`src/rtl/fifo_param_if.sv`:
```
// Handshake and status bundle for fifo_param. The slave side is the FIFO and the master side is the producer/consumer.
interface fifo_param_if #(
  parameter int DATA_SIZE = 8,
  parameter int MAIN_SIZE = 4
);
  logic                 push;
  logic                 pop;
  logic [DATA_SIZE-1:0] data_in;
  logic [MAIN_SIZE:0]   afull_thr;
  logic [MAIN_SIZE:0]   aempty_thr;
  logic [DATA_SIZE-1:0] data_out;
  logic                 valid_out;
  logic [MAIN_SIZE:0]   count;
  logic                 full;
  logic                 empty;
  logic                 almost_full;
  logic                 almost_empty;
  logic                 overflow_err;
  logic                 underflow_err;

  modport slave (
    input  push, pop, data_in, afull_thr, aempty_thr,
    output data_out, valid_out, count, full, empty,
           almost_full, almost_empty, overflow_err, underflow_err
  );

  modport master (
    output push, pop, data_in, afull_thr, aempty_thr,
    input  data_out, valid_out, count, full, empty,
           almost_full, almost_empty, overflow_err, underflow_err
  );
endinterface

```
`src/rtl/fifo_param.sv`:
```
// Parametrised synchronous FIFO (depth 2^MAIN_SIZE) with occupancy count, programmable
// almost-full/almost-empty thresholds, a registered read port and sticky overflow/underflow flags.
module fifo_param #(
  parameter int DATA_SIZE = 8,
  parameter int MAIN_SIZE = 4
) (
  input  logic          clk,
  input  logic          reset,
  fifo_param_if.slave   fifo
);
  localparam int unsigned DEPTH = 2 ** MAIN_SIZE;
  localparam logic [MAIN_SIZE:0] LP_DEPTH = {1'b1, {MAIN_SIZE{1'b0}}};

  logic [DATA_SIZE-1:0] r_mem [DEPTH];
  logic [MAIN_SIZE-1:0] r_wr_ptr;
  logic [MAIN_SIZE-1:0] r_rd_ptr;
  logic [MAIN_SIZE:0]   r_count;
  logic [DATA_SIZE-1:0] r_data_out;
  logic                 r_valid_out;
  logic                 r_overflow_err;
  logic                 r_underflow_err;

  logic w_full;
  logic w_empty;
  logic w_pop_acc;
  logic w_push_acc;

  assign w_full     = (r_count == LP_DEPTH);
  assign w_empty    = (r_count == '0);
  // A push on full is only admitted when a pop frees a slot in the same cycle.
  assign w_pop_acc  = fifo.pop & ~w_empty;
  assign w_push_acc = fifo.push & (~w_full | w_pop_acc);

  // Storage is deliberately not reset; only writes in non-reset cycles land.
  always_ff @(posedge clk) begin
    if (reset && w_push_acc) begin
      r_mem[r_wr_ptr] <= fifo.data_in;
    end
  end

  always_ff @(posedge clk) begin
    if (!reset) begin
      r_wr_ptr        <= '0;
      r_rd_ptr        <= '0;
      r_count         <= '0;
      r_data_out      <= '0;
      r_valid_out     <= 1'b0;
      r_overflow_err  <= 1'b0;
      r_underflow_err <= 1'b0;
    end else begin
      r_valid_out <= w_pop_acc;
      if (w_push_acc) begin
        r_wr_ptr <= r_wr_ptr + 1'b1;
      end
      if (w_pop_acc) begin
        r_rd_ptr   <= r_rd_ptr + 1'b1;
        r_data_out <= r_mem[r_rd_ptr];
      end
      case ({w_push_acc, w_pop_acc})
        2'b10:   r_count <= r_count + 1'b1;
        2'b01:   r_count <= r_count - 1'b1;
        default: r_count <= r_count;
      endcase
      if (fifo.push && !w_push_acc) begin
        r_overflow_err <= 1'b1;
      end
      if (fifo.pop && w_empty) begin
        r_underflow_err <= 1'b1;
      end
    end
  end

  assign fifo.data_out      = r_data_out;
  assign fifo.valid_out     = r_valid_out;
  assign fifo.count         = r_count;
  assign fifo.full          = w_full;
  assign fifo.empty         = w_empty;
  assign fifo.almost_full   = (r_count >= fifo.afull_thr);
  assign fifo.almost_empty  = (r_count <= fifo.aempty_thr);
  assign fifo.overflow_err  = r_overflow_err;
  assign fifo.underflow_err = r_underflow_err;
endmodule

```
`src/flat_wrapper.sv`:
```
// flat-port wrapper written by rule: the top's interface ports become plain ports
module fifo_param_flat 
#(
  parameter int DATA_SIZE = 8,
  parameter int MAIN_SIZE = 4
)
  (clk, reset, fifo_push, fifo_pop, fifo_data_in, fifo_afull_thr, fifo_aempty_thr, fifo_data_out, fifo_valid_out, fifo_count, fifo_full, fifo_empty, fifo_almost_full, fifo_almost_empty, fifo_overflow_err, fifo_underflow_err);
  fifo_param_if #(.DATA_SIZE(DATA_SIZE), .MAIN_SIZE(MAIN_SIZE)) fifo_i ();
  input  logic clk;
  input  logic reset;
  input wire logic [$bits(fifo_i.push)-1:0] fifo_push;
  input wire logic [$bits(fifo_i.pop)-1:0] fifo_pop;
  input wire logic [$bits(fifo_i.data_in)-1:0] fifo_data_in;
  input wire logic [$bits(fifo_i.afull_thr)-1:0] fifo_afull_thr;
  input wire logic [$bits(fifo_i.aempty_thr)-1:0] fifo_aempty_thr;
  output wire logic [$bits(fifo_i.data_out)-1:0] fifo_data_out;
  output wire logic [$bits(fifo_i.valid_out)-1:0] fifo_valid_out;
  output wire logic [$bits(fifo_i.count)-1:0] fifo_count;
  output wire logic [$bits(fifo_i.full)-1:0] fifo_full;
  output wire logic [$bits(fifo_i.empty)-1:0] fifo_empty;
  output wire logic [$bits(fifo_i.almost_full)-1:0] fifo_almost_full;
  output wire logic [$bits(fifo_i.almost_empty)-1:0] fifo_almost_empty;
  output wire logic [$bits(fifo_i.overflow_err)-1:0] fifo_overflow_err;
  output wire logic [$bits(fifo_i.underflow_err)-1:0] fifo_underflow_err;
  assign fifo_i.push = fifo_push;
  assign fifo_i.pop = fifo_pop;
  assign fifo_i.data_in = fifo_data_in;
  assign fifo_i.afull_thr = fifo_afull_thr;
  assign fifo_i.aempty_thr = fifo_aempty_thr;
  assign fifo_data_out = fifo_i.data_out;
  assign fifo_valid_out = fifo_i.valid_out;
  assign fifo_count = fifo_i.count;
  assign fifo_full = fifo_i.full;
  assign fifo_empty = fifo_i.empty;
  assign fifo_almost_full = fifo_i.almost_full;
  assign fifo_almost_empty = fifo_i.almost_empty;
  assign fifo_overflow_err = fifo_i.overflow_err;
  assign fifo_underflow_err = fifo_i.underflow_err;
  fifo_param #(.DATA_SIZE(DATA_SIZE), .MAIN_SIZE(MAIN_SIZE)) u_core (.clk(clk), .reset(reset), .fifo(fifo_i));
endmodule
```
`config.mk`:
```
export PLATFORM = sky130hd
export DESIGN_NAME = fifo_param_flat
export DESIGN_NICKNAME = d
export VERILOG_FILES = /design/src/rtl/fifo_param_if.sv /design/src/rtl/fifo_param.sv /design/src/flat_wrapper.sv
export SDC_FILE = /design/constraint.sdc
export NUM_CORES = 1
export LEC_CHECK = 0
export CELL_PAD_IN_SITES_DETAIL_PLACEMENT = 1
export CELL_PAD_IN_SITES_GLOBAL_PLACEMENT = 1
export CORE_ASPECT_RATIO = 0.8
export CORE_UTILIZATION = 53
export DETAILED_ROUTE_END_ITERATION = 8
export GPL_ROUTABILITY_DRIVEN = 0
export GPL_TIMING_DRIVEN = 0
export HOLD_SLACK_MARGIN = 0.12
export PLACE_DENSITY_LB_ADDON = 0.1
export SYNTH_ARGS = -nofsm -noshare
export SYNTH_HDL_FRONTEND = slang
export SYNTH_SLANG_ARGS = --single-unit
```
`constraint.sdc`:
```
create_clock -name clk -period 4.4 [get_ports clk]
set_input_delay 0.44 -clock clk [delete_from_list [all_inputs] [get_ports clk]]
set_output_delay 0.44 -clock clk [all_outputs]
set_load 0.01 [all_outputs]
```
Word-level counts from Yosys, hierarchy flattened. Memories as Yosys holds them, arrays and structs flattened. A register that Yosys moved wholly into a read port is not among the register bits. Index checks and enable logic that the tools add are counted.

Register bits: 16. RAM bits: 128. Output and inout bits: 20. Logic and storage cells: 31. Memories: 1.

Memory list: u_core.r_mem (depth 16, bits a word 8, rd ports 1, clocked after Yosys merged registers in 1, write ports 1, RTL line fifo_param.sv:14) `logic [DATA_SIZE-1:0] r_mem [DEPTH];`.

$add $sub $neg: 4. Order comparisons: 2. Equality and inequality tests: 3. Multiplexer cells: 3. Bitwise logic cells: 5. Reductions and logical operators: 7.

Operator list (number): 5-bit case mux with 2 select lines (1); 4-bit by 1-bit adder with 4-bit output, second input constant (2); 5-bit by 1-bit adder with 5-bit output, second input constant (1); 5-bit equality test, second input constant (1); 5-bit greater-or-equal comparator (1); 5-bit less-or-equal comparator (1); 5-bit zero test (1); 5-bit by 1-bit subtractor with 5-bit output, second input constant (1); 1-bit logical AND (3); 1-bit bitwise AND (2); 2-bit by 1-bit equality test with 1-bit output, second input constant (1); 2-bit equality test, second input constant (1); 1-bit zero test (2); 1-bit 2-to-1 mux (2); 1-bit NOT (2); 2-bit nonzero test (1); 1-bit bitwise OR (1).

Logic depth before layout (Yosys ltp).
Depth in word-level cells: 8. Mapped depth: 10.

Least setup slack after synthesis. OpenSTA, ideal clock, no wires.

Path type: register -> register. From: reg u_core.r_count[1], in the netlist u_core.fifo.count[1]. To: reg u_core.r_count[4], in the netlist u_core.fifo.count[4]. Arrival time: 2590 ps. Data required time: 4326 ps. Setup slack: 1736 ps. Stages on the path, launching flop included: 11. Cells stage by stage: dfxtp_1 -> or4_4 -> o21ai_1 -> buf_2 -> nor2_1 -> fa_1 -> a21o_1 -> a21o_1 -> nor4_1 -> a21oi_1 -> a31oi_1.

Longest elaborated chain between the ends: 7.

RTL lines: start, declared (RTL line fifo_param.sv:17) `logic [MAIN_SIZE:0] r_count;`; start signal, assigned (RTL line fifo_param.sv:60) `2'b10: r_count <= r_count + 1'b1;`; start signal, assigned (RTL line fifo_param.sv:61) `2'b01: r_count <= r_count - 1'b1;`; start signal, assigned (RTL line fifo_param.sv:62) `default: r_count <= r_count;`; 5-bit zero test (RTL line fifo_param.sv:29) `assign w_empty = (r_count == '0);`; 1-bit NOT (RTL line fifo_param.sv:31) `assign w_pop_acc = fifo.pop & ~w_empty;`; 1-bit bitwise AND (RTL line fifo_param.sv:31); 1-bit bitwise OR (RTL line fifo_param.sv:32) `assign w_push_acc = fifo.push & (~w_full | w_pop_acc);`; 1-bit bitwise AND (RTL line fifo_param.sv:32); 2-bit by 1-bit equality test with 1-bit output / 2-bit equality test (equally long branches) (RTL line fifo_param.sv:59) `case ({w_push_acc, w_pop_acc})`; 5-bit case mux with 2 select lines / 2-bit nonzero test (equally long branches).

Several ways; a longest one is shown, not always the timed one. A chain may end at the register's enable or synchronous reset.

Worst setup path after layout. Same ends and word-level chain as after synthesis.

==> reports/qor.csv <==
metric,value,unit
setup violators final,0,
Post-Synth Adder-Cell Area,3.896,%
Worst-path clk slew,0.06,ns
DR pass1 iterations,5,
Post-Synthesis Cells,404,
Switching Share,27.42,%
Static Leakage,2.462,nW
total grt overflow,0,
Layout Cells excl Fill,625,
via count of the first global-routing pass,3890,
Die H,99.48,um
Iter 0 DRT Violations,319,
post-DP HPWL,9.921,mm
"Top FF cell, synth",edfxtp_1,
worst rel slew slack,8.350,%
final worst clock skew,0.01202,ns
post-synthesis xor/xnor area fraction,1.252,%
largest net degree at the start of global routing,17,
Total Wirelength,15.05,mm
post-synthesis register bit count,152,
synth cell count leaders,"edfxtp_1, mux2i_1, nor2_1, dfxtp_1, ha_1",
clk buf depth,2,
via-per-instance ratio,6.035,
gate family responsible for the most delay along the worst path,simple AND/OR/NAND/NOR gates,
worst-margin pin slew,1.364,ns
cell depth of the worst hold path,2,
worst hold slack,0.4940,ns
Critical Path Start,u_core.fifo.count[1],
top cell type's share of synthesized area,61.06,%
clock latency on the worst-skew pair,0.42,ns
Synth Area per Inst,15.58,um2
# IOs,42,
n_diodes,0,
Final Hold Vio Count,0,
"area leader, netlist",edfxtp_1,
Final Cycle Share,70.97,%
crit path kind,register to register,
worst r2r path cells,10,
power share of the clock group,35.2,%
Die Area,12320,um2
via count,3772,
Fin Setup TNS,0,ns
core area,11560,um2
Final Net Count,505,
Die Wd,123.8,um
Final Util,64.48,%
hold crit path type,register to register,
Avg WL per Cell,24.09,um
Worst R2R Start,u_core.fifo.count[1],
# clock sinks,152,
switching power total,1.084,mW
Internal,2.869,mW
fin crit period,3.123,ns
Synth-to-Final Area Change,18.43,%
multiplexer area fraction after synthesis,11.33,%
"Top cell by count, worst path",a21o_1,
Root Driver,clkbuf_16,
Hold Path Origin,u_core.fifo.overflow_err,
Logic pwr share,21.5,%
pre-CTS setup slack,0.8199,ns
top post-synthesis cells by area,"edfxtp_1, dfxtp_1, mux4_2",
sequential share of power,43.3,%
Critical-path top delay cell,or4_4,
power density over the cells,530.3,nW/um2
post-CTS setup buffer count,0,
WP buf/inv,1,
synthesized area,6295,um2
post-cts sizing count,0,
first-pass GRT wire length,22.40,mm
critical path cell sequence,or4_4 -> o21ai_1 -> buf_2 -> nor2_1 -> fa_1 -> a21o_1 -> a21o_1 -> nor4_1 -> a21oi_1 -> a31oi_1,
CP Data Arrival Time,3.47,ns
share of cells above drive strength 1,12.37,%
initial antenna violation count,0,
FMAX,320.2,MHz
top-count cell post-synth,edfxtp_1,
CP required,4.75,ns
FF+latch area,4324,um2
Rows,35,
crit-path max FO,10,
startpoint class of the critical path,register,
number of flops mapped to enable cells by yosys,128,
Synth Area in Compound Gates,6.599,%
Synth async-reset ratio,0,%
largest family of logic cells by synthesized area,multiplexers,
GRT Util Overall,26.41,%
CP Capture Type,register,
area of the multi-input gates,1843,um2
CTS tree,done,
Worst path max stage delay,0.62,ns
port bufs,41,
Post-Place Cells,593,
synthesized net count,445,
post-synthesis simple-gate area fraction,6.122,%
number of buffers created by CTS,17,
H-tree depth,4,
run status,"complete, no violations",
maxcap violations,0,
post-route ant nets,0,
setup slack after layout,1.277,ns
post-synthesis sequential area ratio,68.69,%
hold_buf cts,0,
Max Slew Vio Count,0,
distinct cell type count after synthesis,41,
critical path depth,10,
VDD IR max,0.3956,mV
RSZ-0062 raised after global routing,no,
DRC,0,
Initial Utilization,54.45,%
Ys Warns,0,
FILL cells,1054,
==> final timing paths <==
path,endpoint,slack (ns)
setup / recovery,u_core.fifo.count[4],1.28
hold / removal,u_core.fifo.overflow_err,0.49
setup reg to reg,u_core.fifo.count[4],1.28
hold reg to reg,u_core.fifo.overflow_err,0.49
==> cell type report <==
type / instances / share of cell area [%]
inverter: 12 / 0.6042
sequential: 152 / 58.01
clock inverter: 14 / 1.746
multi-input combinational: 220 / 24.72
tap: 148 / 2.484
clock buffer: 18 / 5.757
timing repair buffer: 41 / 5.505
buffer: 20 / 1.175
==> power by group through the flow <==
stage | combinational [mW] | clock (mW) | sequential (mW)
floorplan | 0.476 | 0 | 1.75
global placement | 0.806 | 0 | 1.74
detailed placement | 0.838 | 0 | 1.74
CTS | 0.852 | 1.40 | 1.71
global route | 0.919 | 1.45 | 1.72
finish | 0.849 | 1.39 | 1.71
==> per-stage QoR <==
step                cell area [um2]  power (mW)
CTS                            7450       3.962
detailed placement             6890       2.578
floorplan                      6295       2.224
global route                   7455       4.093
global placement               6890       2.542
finish                         7455       3.953
==> worst register-to-register path, stage by stage, from the launching register on <==
cell and delay [ns]:
dfxtp_1 0.42, or4_4 0.63, o21ai_1 0.21, buf_2 0.29, nor2_1 0.16, fa_1 0.44
a21o_1 0.21, a21o_1 0.24, nor4_1 0.21, a21oi_1 0.08, a31oi_1 0.16
==> cells in the final DEF (no fill, tap or decap), types with 8 or more instances in the layout <==
cell type | synthesis | layout
clkdlybuf4s50_1 | 0 | 41
ha_1 | 18 | 18
o22ai_1 | 17 | 17
nand3_1 | 9 | 9
a22oi_1 | 8 | 8
mux4_2 | 16 | 16
o21ai_0 | 10 | 10
nor3_1 | 12 | 11
nor2_1 | 29 | 29
clkbuf_1 | 10 | 11
nand2_1 | 9 | 9
clkbuf_16 | 0 | 17
dfxtp_1 | 24 | 24
inv_1 | 12 | 12
edfxtp_1 | 128 | 128
mux2i_1 | 33 | 33
a21oi_1 | 15 | 15
==> state kept, by name (all words and copies together), names as in the netlist <==
| register | cells |
|---|---|
| u_core.fifo.valid_out | 1 |
| u_core.r_rd_ptr | 4 |
| u_core.fifo.underflow_err | 1 |
| u_core.fifo.data_out | 8 |
| u_core.r_mem | 128 |
| u_core.r_wr_ptr | 4 |
| u_core.fifo.overflow_err | 1 |
| u_core.fifo.count | 5 |
==> cell families (layout without fill, tap and decap cells) <==
family / count (synthesis) / count (layout)
fa+ha+maj: 19 / 19
flops: 152 / 152
compound gates: 64 / 64
mux: 50 / 50
xor+xnor: 9 / 9
buf+inv: 32 / 105
simple gates: 78 / 78
==> per-layer routing <==
layer  up-vias  track usage (%)  share of wire, %
met5         -                0                 0
met4         0            7.044               1.2
met3        15            6.881               5.8
met2       105            40.81                48
met1      1973            37.30                45
li1       1679                -                 -
Note: power is estimated with default switching activity, not from simulation.
